$ cat config.mk
export PLATFORM = sky130hd
export DESIGN_NAME = dac_spi_tx
export DESIGN_NICKNAME = d
export VERILOG_FILES = /design/src/rtl/dac_spi_tx.sv
export SDC_FILE = /design/constraint.sdc
export NUM_CORES = 1
export LEC_CHECK = 0
export ABC_AREA = 0
export CELL_PAD_IN_SITES_DETAIL_PLACEMENT = 1
export CELL_PAD_IN_SITES_GLOBAL_PLACEMENT = 2
export CORE_UTILIZATION = 33
export DETAILED_ROUTE_END_ITERATION = 16
export GPL_ROUTABILITY_DRIVEN = 0
export PLACE_DENSITY_LB_ADDON = 0.05
export SYNTH_ARGS = -nofsm -noshare
export SYNTH_HDL_FRONTEND = slang
export SYNTH_SLANG_ARGS = --single-unit
$ cat constraint.sdc
create_clock -name sysclk -period 3.8 [get_ports sysclk]
set_input_delay 0.95 -clock sysclk [delete_from_list [all_inputs] [get_ports sysclk]]
set_output_delay 0.95 -clock sysclk [all_outputs]
set_load 0.01 [all_outputs]
$ cat src/rtl/dac_spi_tx.sv
// -----------------------------------------------------------------------------
// dac_spi_tx
//   Serialises one 10-bit sample into a 16-bit MCP4911 write frame.
//   The frame is sent as SPI mode (0,0), MSB first, and is followed by an
//   LDAC_n pulse that updates the DAC output. The SCK timing comes from an
//   internal divider that runs on sysclk.
//
//   Parameters
//     CLK_DIV : sysclk cycles per SCK half-period H (1..255)
//     BUF     : VREF buffer bit, frame bit 14
//     GA_N    : gain bit, frame bit 13 (1 = 1x gain)
//
//   Ports
//     sysclk   in   system clock; all logic runs on posedge
//     reset    in   synchronous active-high reset
//     data_in  in   [9:0] unsigned sample, valid together with load
//     load     in   one-cycle strobe that starts a frame when idle
//     busy     out  high while a frame is in progress (35*H cycles)
//     done     out  one-cycle pulse after the frame completes
//     overrun  out  sticky flag: a load arrived while busy
//     dac_cs_n out  SPI chip select, active low
//     dac_sck  out  SPI clock, idles low
//     dac_sdi  out  SPI data to the DAC
//     dac_ld_n out  LDAC, active low
// -----------------------------------------------------------------------------
module dac_spi_tx #(
  parameter int CLK_DIV = 25,
  parameter bit BUF     = 1'b0,
  parameter bit GA_N    = 1'b1
) (
  input  logic       sysclk,
  input  logic       reset,
  input  logic [9:0] data_in,
  input  logic       load,
  output logic       busy,
  output logic       done,
  output logic       overrun,
  output logic       dac_cs_n,
  output logic       dac_sck,
  output logic       dac_sdi,
  output logic       dac_ld_n
);

  localparam logic [7:0] DIV_LAST = 8'(CLK_DIV - 1);

  typedef enum logic [2:0] {
    ST_IDLE  = 3'd0,
    ST_SHIFT = 3'd1,
    ST_TAIL  = 3'd2,
    ST_CSHI  = 3'd3,
    ST_LDAC  = 3'd4
  } state_t;

  state_t      state_q, state_d;
  logic [7:0]  div_q, div_d;
  logic [3:0]  bit_q, bit_d;
  logic [15:0] shift_q, shift_d;
  logic        busy_q, busy_d;
  logic        done_q, done_d;
  logic        overrun_q, overrun_d;
  logic        cs_n_q, cs_n_d;
  logic        sck_q, sck_d;
  logic        sdi_q, sdi_d;
  logic        ld_n_q, ld_n_d;
  logic        tick_s;

  // Write command: 0, BUF, GA_N, SHDN_n=1, ten data bits, two don't-care zeros.
  function automatic logic [15:0] build_frame(input logic [9:0] d);
    return {1'b0, BUF, GA_N, 1'b1, d, 2'b00};
  endfunction

  // Divider tick marks the last sysclk cycle of an SCK half-period.
  assign tick_s = (div_q == DIV_LAST);

  // Next-state and output logic for the frame sequencer.
  always_comb begin
    state_d   = state_q;
    div_d     = div_q;
    bit_d     = bit_q;
    shift_d   = shift_q;
    busy_d    = busy_q;
    done_d    = 1'b0;
    overrun_d = overrun_q | (load & busy_q);
    cs_n_d    = cs_n_q;
    sck_d     = sck_q;
    sdi_d     = sdi_q;
    ld_n_d    = ld_n_q;

    // The divider only runs while a frame is active, so each frame starts
    // with a full-length low SCK phase.
    if (state_q == ST_IDLE) begin
      div_d = 8'd0;
    end else if (tick_s) begin
      div_d = 8'd0;
    end else begin
      div_d = div_q + 8'd1;
    end

    case (state_q)
      ST_IDLE: begin
        if (load) begin
          shift_d = build_frame(data_in);
          sdi_d   = data_in[9] & 1'b0 | 1'b0; // bit 15 of the frame is always 0
          busy_d  = 1'b1;
          cs_n_d  = 1'b0;
          sck_d   = 1'b0;
          bit_d   = 4'd0;
          state_d = ST_SHIFT;
        end else begin
          state_d = ST_IDLE;
        end
      end
      ST_SHIFT: begin
        if (!tick_s) begin
          state_d = ST_SHIFT;
        end else if (!sck_q) begin
          sck_d = 1'b1;
        end else begin
          // Falling edge: advance to the next bit, so data is stable
          // for the whole high phase around the next rising edge.
          sck_d = 1'b0;
          bit_d = bit_q + 4'd1;
          if (bit_q == 4'd15) begin
            state_d = ST_TAIL;
          end else begin
            shift_d = {shift_q[14:0], 1'b0};
            sdi_d   = shift_q[14];
          end
        end
      end
      ST_TAIL: begin
        if (tick_s) begin
          cs_n_d  = 1'b1;
          state_d = ST_CSHI;
        end else begin
          state_d = ST_TAIL;
        end
      end
      ST_CSHI: begin
        if (tick_s) begin
          ld_n_d  = 1'b0;
          state_d = ST_LDAC;
        end else begin
          state_d = ST_CSHI;
        end
      end
      ST_LDAC: begin
        if (tick_s) begin
          ld_n_d  = 1'b1;
          busy_d  = 1'b0;
          done_d  = 1'b1;
          sdi_d   = 1'b0;
          state_d = ST_IDLE;
        end else begin
          state_d = ST_LDAC;
        end
      end
      default: begin
        state_d = ST_IDLE;
        busy_d  = 1'b0;
        cs_n_d  = 1'b1;
        sck_d   = 1'b0;
        sdi_d   = 1'b0;
        ld_n_d  = 1'b1;
        bit_d   = 4'd0;
      end
    endcase
  end

  // State and output registers with synchronous reset.
  always_ff @(posedge sysclk) begin
    if (reset) begin
      state_q   <= ST_IDLE;
      div_q     <= 8'd0;
      bit_q     <= 4'd0;
      shift_q   <= 16'd0;
      busy_q    <= 1'b0;
      done_q    <= 1'b0;
      overrun_q <= 1'b0;
      cs_n_q    <= 1'b1;
      sck_q     <= 1'b0;
      sdi_q     <= 1'b0;
      ld_n_q    <= 1'b1;
    end else begin
      state_q   <= state_d;
      div_q     <= div_d;
      bit_q     <= bit_d;
      shift_q   <= shift_d;
      busy_q    <= busy_d;
      done_q    <= done_d;
      overrun_q <= overrun_d;
      cs_n_q    <= cs_n_d;
      sck_q     <= sck_d;
      sdi_q     <= sdi_d;
      ld_n_q    <= ld_n_d;
    end
  end

  assign busy     = busy_q;
  assign done     = done_q;
  assign overrun  = overrun_q;
  assign dac_cs_n = cs_n_q;
  assign dac_sck  = sck_q;
  assign dac_sdi  = sdi_q;
  assign dac_ld_n = ld_n_q;

endmodule

After elaboration in Yosys (flattened, before gate mapping)
Cells that the tools add are included.
{"block": "classes", "bitwise": 8, "reduce_logical": 17, "addsub": 2, "mux": 32, "n_eq_ne": 15}
{"op": "15-bit 2-to-1 mux", "n": 4}
{"op": "15-bit one-hot mux with 2 select lines", "n": 1}
{"op": "3-bit 2-to-1 mux", "n": 5}
{"op": "3-bit one-hot mux with 5 select lines", "n": 1}
{"op": "3-bit OR reduction", "n": 5}
{"op": "2-bit inequality test, second input constant", "n": 7}
{"op": "1-bit 2-to-1 mux", "n": 12}
{"op": "4-bit 2-to-1 mux", "n": 3}
{"op": "1-bit one-hot mux with 3 select lines", "n": 4}
{"op": "4-bit one-hot mux with 3 select lines", "n": 1}
{"op": "3-bit AND reduction", "n": 4}
{"op": "8-bit by 1-bit adder with 8-bit output, second input constant", "n": 1}
{"op": "8-bit by 5-bit equality test with 1-bit output, second input constant", "n": 1}
{"op": "3-bit by 2-bit equality test with 1-bit output, second input constant", "n": 2}
{"op": "3-bit inequality test, second input constant", "n": 2}
{"op": "1-bit NOT", "n": 6}
{"op": "6-bit AND reduction", "n": 1}
{"op": "5-bit AND reduction", "n": 1}
{"op": "4-bit by 1-bit adder with 4-bit output, second input constant", "n": 1}
{"op": "4-bit equality test, second input constant", "n": 1}
{"op": "1-bit one-hot mux with 4 select lines", "n": 1}
{"op": "4-bit AND reduction", "n": 1}
{"op": "2-bit OR reduction", "n": 2}
{"op": "3-bit by 1-bit equality test with 1-bit output, second input constant", "n": 1}
{"op": "other kinds (6)", "n": 6}
{"block": "word_totals", "ff_bits": 37, "word_cells": 85, "out_inout_bits": 7, "inputBits": 13}

Logic depth before layout (Yosys ltp)
Gate-level depths: netlist of the first run.
{"block": "logic_depth", "word_depth": 5, "mapped_depth": 7, "ltp_nobuf": 6}

Worst setup path after synthesis of the first run
Ideal clock, no wire load.
{"block": "synth_timing", "path_kind": "input -> register", "start": "input load", "end": "register sdi_q (netlist: dac_sdi)", "cell_stages": 3, "path_slack_ps": 1872, "arrival_time_ps": 1840, "path_buffers": 0, "t_required_ps": 3712, "setup_time_ps": 88, "cell_sequence": "o21a_1 > or4b_2 > o31ai_1"}
{"block": "synth_between", "elab_chain_cells": 2}
{"element": "start, declared", "line": "34", "source": "input logic load,"}
{"element": "2-bit inequality test (no line)"}
{"element": "6-bit AND reduction (no line)"}
{"element": "end signal, assigned", "line": "194", "source": "sdi_q <= sdi_d;"}
{"element": "end, declared", "line": "63", "source": "logic sdi_q, sdi_d;"}
Every way passes these cells.
A chain may end at the register's enable or synchronous reset.

Final worst setup path of the first run
Same ends and word-level chain as after synthesis.

==> results of run 1 <==
final cells by class:
type | count | area (um2) | share of cell area [%]
inverters | 6 | 22.52 | 1.073
flip-flops and latches | 35 | 700.7 | 33.37
clock buffers | 8 | 100.1 | 4.768
multi-input cells | 134 | 983.4 | 46.84
repair buffers | 21 | 205.2 | 9.774
well taps | 70 | 87.58 | 4.172
through the flow:
stage	hold slack, ns	cells
3_5_place_dp	0.4773	266
2_1_floorplan	0.4373	189
4_1_cts	0.4957	274
5_1_grt	0.5165	274
3_3_place_gp	0.4583	266
6_report	0.4816	274
flip-flops by register name, indices dropped and copies added (netlist names):
name      flops
busy          1
overrun       1
shift_q      13
bit_q         4
dac_ld_n      1
done          1
state_q       3
dac_sck       1
dac_sdi       1
dac_cs_n      1
div_q         8
layout by cell type (no fill, tap or decap), drive strengths merged, types with 2 or more instances in the layout:
cell type / count
nand3b: 2
a21oi: 21
xnor2: 3
a311oi: 12
nand2b: 3
a211oi: 4
buf: 2
dfxtp: 35
nand4: 2
and3: 2
nor2b: 4
mux2i: 11
ha: 3
clkdlybuf4s50: 19
xor2: 3
nor3: 4
clkbuf: 8
o21ai: 9
or4b: 2
inv: 6
nor2: 16
nand2: 5
nand3: 10
cell families (layout without fill, tap and decap cells):
| family | after synthesis | count (layout) |
|---|---|---|
| AOI/OAI and AO/OA | 55 | 55 |
| xor gates and xnor gates | 6 | 6 |
| adders and majority gates | 3 | 3 |
| buffers and inverters | 20 | 35 |
| DFF | 35 | 35 |
| muxes | 11 | 11 |
| and+or+nand+nor | 59 | 59 |
power by group through the flow:
stage / clock network, mW / logic, mW / registers [mW]
detailed placement: 0 / 0.102 / 0.403
global route: 0.325 / 0.111 / 0.397
global placement: 0 / 0.0977 / 0.403
CTS: 0.308 / 0.103 / 0.395
floorplan: 0 / 0.0744 / 0.400
finish: 0.296 / 0.101 / 0.395
worst max-delay path, cell delays in order:
cell and delay, ns:
clkdlybuf4s50_1 0.49, o21a_1 0.55, or4b_2 0.78, o31ai_1 0.08
per-layer routing:
layer	up-vias	routed length (um)	global-route usage, %
met1	713	1992	20.96
li1	727	-	-
met3	12	132	3.571
met2	22	2129	28.57
met5	-	0	0
met4	0	97	7.819
final timing paths:
| kind | end | slack (ns) | depth (start not counted) |
|---|---|---|---|
| hold reg to reg | div_q[0] | 0.48 | 1 |
| hold / removal | div_q[0] | 0.48 | 1 |
| setup reg to reg | shift_q[7] | 1.55 | 5 |
| setup / recovery | dac_sdi | 1.15 | 4 |
==> impl_metrics.py, run 1 <==
metrics = {
    "outcome": {
        "run_status": "completed",
    },
    "logic_synthesis": {
        "synth_top_family_by_area": "compound AO/OA/AOI/OAI gates",
        "synth_top_cell_by_area": "dfxtp_1",
        "synth-seq-cells": 35,
        "synth-edff-count": 0,
        "avgSynthCellArea_um2": 9.440,
        "ranking_of_synthesized_cells_by_area": "dfxtp_1, a311oi_2, mux2i_1, a21oi_1, nor2_1",
        "yosysUniqueCellTypes": 45,
        "ys_dominant_reg_cell": "dfxtp_1",
        "synthXorXnorAreaFrac_pct": 2.945,
        "area_share_of_and_or_nand_nor_cells_after_synthesis_pct": 18.86,
        "synth-warning-count": 0,
        "synthesis.nets": 205,
        "synth-compound-area-share_pct": 25.04,
        "synth-seq-area-share_pct": 39.27,
        "post-synth-top-count-cell": "dfxtp_1",
        "mappedNetlistArea_um2": 1784,
        "synth_largest_type_area_fraction_pct": 39.27,
        "async_flop_share_pct": 0,
        "synthesis.instances": 189,
        "synth.cells.most_frequent": "dfxtp_1, a21oi_1, nor2_1",
        "post_synth_mux_area_share_pct": 6.171,
        "yosys.area_share.adder_pct": 2.104,
    },
    "pwr": {
        "pwr-share-comb_pct": 12.7,
        "post-layout-total-power_uw": 791.4,
        "switchingPower_uw": 195.0,
        "seq_power_share_pct": 49.9,
        "swShare_pct": 24.64,
        "static_leakage_nw": 0.7429,
        "power.ir.vdd_worst_mv": 0.1871,
        "clkPwrFrac_pct": 37.4,
        "internal_power_contribution_uw": 596.4,
        "p_per_area_nw_per_um2": 376.9,
    },
    "setup_path": {
        "worstPathRequired_ns": 4.00,
        "path_max_fanout": 22,
        "worst_r2r_startpoint": "state_q[0]",
        "worstPathArrival_ns": 2.85,
        "setup.worst_path.class": "primary input to flip-flop",
        "critPathLaunchType": "primary input",
        "crit_path_start": "load",
        "cp-end-kind": "flip-flop",
    },
    "die": {
        "floorplan.die.height_um": 75.53,
        "row_count": 26,
        "core_area_um2": 5172,
        "design.die.area_um2": 5705,
        "io-pin-count": 20,
        "floorplan.die.width_um": 75.53,
        "initial_standard_cell_utilization_of_the_core_pct": 34.49,
    },
    "layout": {
        "final_core_util_pct": 40.59,
        "drive_gt1_share_pct": 13.24,
        "design_area_um2": 2100,
        "final_nets": 219,
        "antennaDiodeCount": 0,
        "fillCellCount": 576,
        "synthToLayoutAreaGrowth_pct": 17.67,
    },
    "clock_network": {
        "post_cts_resized": 0,
        "post_cts_buffers": 0,
        "clkTransAtPathRegs_ns": 0.07,
        "cts_tree": "yes",
        "clock_insertion_delay_at_the_later_pin_of_the_skew_report_ns": 0.28,
        "cts_hold_repair.buffers": 0,
        "inserted_clock_buffers": 5,
        "ctsHtreeMaxLevel": 2,
        "cts_sinks": 35,
        "clk_root_buffer_cell": "clkbuf_8",
        "clock_tree.buffer_depth": 2,
    },
    "sta": {
        "final-max-slew-violation-count": 0,
        "final.setup_skew_ns": 0.003261,
        "timing.final.ws_setup_ns": 1.152,
        "timing_worst_slew_pin_value_ns": 0.9839,
        "period_share_pct": 69.68,
        "slew_headroom_pct": 33.49,
        "grt_setup_unrepaired": "no",
        "max_freq_mhz": 377.7,
        "final-setup-viol-count": 0,
        "finalHoldViolations": 0,
        "fin_setup_tns_ns": 0,
        "finalCriticalPeriod_ns": 2.648,
    },
    "placement": {
        "pre_cts_slack_ns": 0.8233,
        "detailedPlacementHpwl_um": 3190,
        "numPortBuffers": 19,
        "dpl_cell_area_um2": 1999,
    },
    "job": {
        "maxCapViolations": 0,
    },
    "routing": {
        "wire_per_inst_um": 15.88,
        "routed_wl_um": 4351,
        "initial_drt_pass_iterations": 4,
        "routed_via_density": 5.380,
        "post_route_antenna_net_violation_count": 0,
        "dr_total_vias": 1474,
        "drt_iter0_drc": 93,
        "route.detailed.drc": 0,
    },
    "global_route": {
        "grt_max_degree": 23,
        "via_count_of_the_first_global_routing_pass": 1465,
        "grt_first_pass_wirelength_um": 7120,
        "grt_use_total_pct": 17.02,
        "grt_antenna_before_repair": 0,
        "grt_remaining_overflow": 0,
    },
    "min_path": {
        "worst_min_delay_path_startpoint": "div_q[0]",
        "hold_path_class": "flip-flop to flip-flop",
    },
}
No activity file was read; power rests on OpenSTA's default activity.
==> run 2, diff against run 1 <==
Settings changed: CORE_UTILIZATION 33 to 31.
Clock period 3.8 ns to 2.2 ns, I/O delays scaled along.
==> impl_metrics.py, run 2 (synthesis results as in run 1) <==
metrics = {
    "layout": {
        "synthToLayoutAreaGrowth_pct": 24.12,
        "final_cell_mix": "dfxtp_1, clkdlybuf4s50_1, a21oi_1, nor2_1, buf_4",
        "reg.largest.list": "shift_q (13), div_q (8), bit_q (4)",
        "final-instance-count-excl-fill": 287,
        "final_core_util_pct": 39.97,
        "largest_register_ffs": 13,
        "antennaDiodeCount": 0,
        "design_area_um2": 2215,
        "drive_gt1_share_pct": 18.14,
        "largest_register": "shift_q",
        "layout.cells.most_common": "dfxtp_1",
        "fillCellCount": 661,
        "final_nets": 230,
    },
    "sta": {
        "max_freq_mhz": 487.9,
        "finalCriticalPeriod_ns": 2.050,
        "timing.final.ws_setup_ns": 0.1504,
        "grt_setup_unrepaired": "no",
        "timing.hold.ws_ns": 0.4805,
        "fin_setup_tns_ns": 0,
        "slew_headroom_pct": 57.16,
        "final-max-slew-violation-count": 0,
        "final-setup-viol-count": 0,
        "period_share_pct": 93.16,
        "timing_worst_slew_pin_value_ns": 0.6374,
        "finalHoldViolations": 0,
        "final.setup_skew_ns": 0.003174,
    },
    "global_route": {
        "grt_use_total_pct": 16.51,
        "grt_antenna_before_repair": 0,
        "grt_first_pass_wirelength_um": 7728,
        "grt_remaining_overflow": 0,
        "grt_max_degree": 22,
        "via_count_of_the_first_global_routing_pass": 1598,
    },
    "clock_network": {
        "cts_hold_repair.buffers": 0,
        "cts_sinks": 35,
        "inserted_clock_buffers": 5,
        "ctsHtreeMaxLevel": 2,
        "clock_tree.buffer_depth": 2,
        "clock_insertion_delay_at_the_later_pin_of_the_skew_report_ns": 0.29,
        "cts_tree": "yes",
        "post_cts_resized": 0,
        "post_cts_buffers": 0,
        "clkTransAtPathRegs_ns": 0.08,
        "clk_root_buffer_cell": "clkbuf_8",
    },
    "die": {
        "design.die.area_um2": 6063,
        "core_area_um2": 5540,
        "io-pin-count": 20,
        "initial_standard_cell_utilization_of_the_core_pct": 32.20,
        "floorplan.die.width_um": 77.87,
        "row_count": 27,
        "floorplan.die.height_um": 77.87,
    },
    "min_path": {
        "worst_min_delay_path_startpoint": "overrun",
        "hold_path_class": "flip-flop to flip-flop",
        "hold_depth": 2,
    },
    "setup_path": {
        "worst_path_max_delay_cell": "or4b_4",
        "cell_chain_critical_path": "or4b_4 -> o41ai_4 -> buf_12 -> a21oi_1 -> a311oi_2",
        "worst_r2r_startpoint": "div_q[4]",
        "delay_of_the_slowest_cell_on_the_worst_path_ns": 0.56,
        "worstPathArrival_ns": 2.25,
        "worstPathRequired_ns": 2.40,
        "ff2ff_path_depth": 5,
        "path_max_fanout": 20,
        "cp-end-kind": "flip-flop",
        "critPathLaunchType": "flip-flop",
        "setup.worst_path.class": "flip-flop to flip-flop",
        "crit_path_start": "div_q[4]",
    },
    "routing": {
        "initial_drt_pass_iterations": 4,
        "route.detailed.drc": 0,
        "routed_via_density": 5.258,
        "drt_iter0_drc": 50,
        "post_route_antenna_net_violation_count": 0,
        "dr_total_vias": 1509,
        "routed_wl_um": 4637,
        "wire_per_inst_um": 16.16,
    },
    "outcome": {
        "run_status": "completed",
    },
    "pwr": {
        "power.ir.vdd_worst_mv": 0.3236,
        "static_leakage_nw": 0.8131,
        "post-layout-total-power_mw": 1.491,
        "p_per_area_nw_per_um2": 673.4,
    },
    "placement": {
        "numPortBuffers": 19,
        "detailedPlacementHpwl_um": 3323,
        "pre_cts_slack_ns": 0.1614,
        "placedCellCount": 279,
        "dpl_cell_area_um2": 2097,
    },
    "job": {
        "maxCapViolations": 0,
    },
}
## run 2: cell count changes in the layout (fill, tap and decap cells not counted), sizes merged
cell / delta
buf: +11
bufinv: +1
clkbuf: -2
clkinv: +1
## run 2: path summary, 6_finish.rpt
check / end / slack, ns
max: shift_q[7] / 0.15
min: overrun / 0.48
max reg2reg: shift_q[7] / 0.15
min reg2reg: overrun / 0.48
## run 2: power breakdown
group	internal, mW	total, mW	switching, mW
Clock	0.367	0.618	0.251
Combinational	0.0954	0.194	0.0986
Sequential	0.662	0.679	0.0177
Total	1.12	1.49	0.367
## run 2: routing by layer
metal  share of wire, %  track usage, %  up-vias  wire (um)
met3                2.5           3.294        7        114
met1                 46           19.70      735       2146
met2                 50           28.85       20       2326
met5                  0               0        -          0
met4                1.0           6.415        0         48
li1                   -               -      747          -
## run 2: worst max-delay path, delay by kind of cell, from the launching register on
family	cells	cell delay [ns]
buf+inv	1	0.21
simple gates	1	0.56
flops	1	0.44
compound gates	3	0.75
## run 2: final cells by class
type	count	area [um2]	share of cell area (%)
Multi-Input combinational cell	134	983.4	44.41
Sequential cell	35	700.7	31.64
Timing Repair Buffer	32	300.3	13.56
Tap cell	72	90.09	4.068
Clock buffer	6	82.58	3.729
Clock inverter	2	35.03	1.582
Inverter	6	22.52	1.017
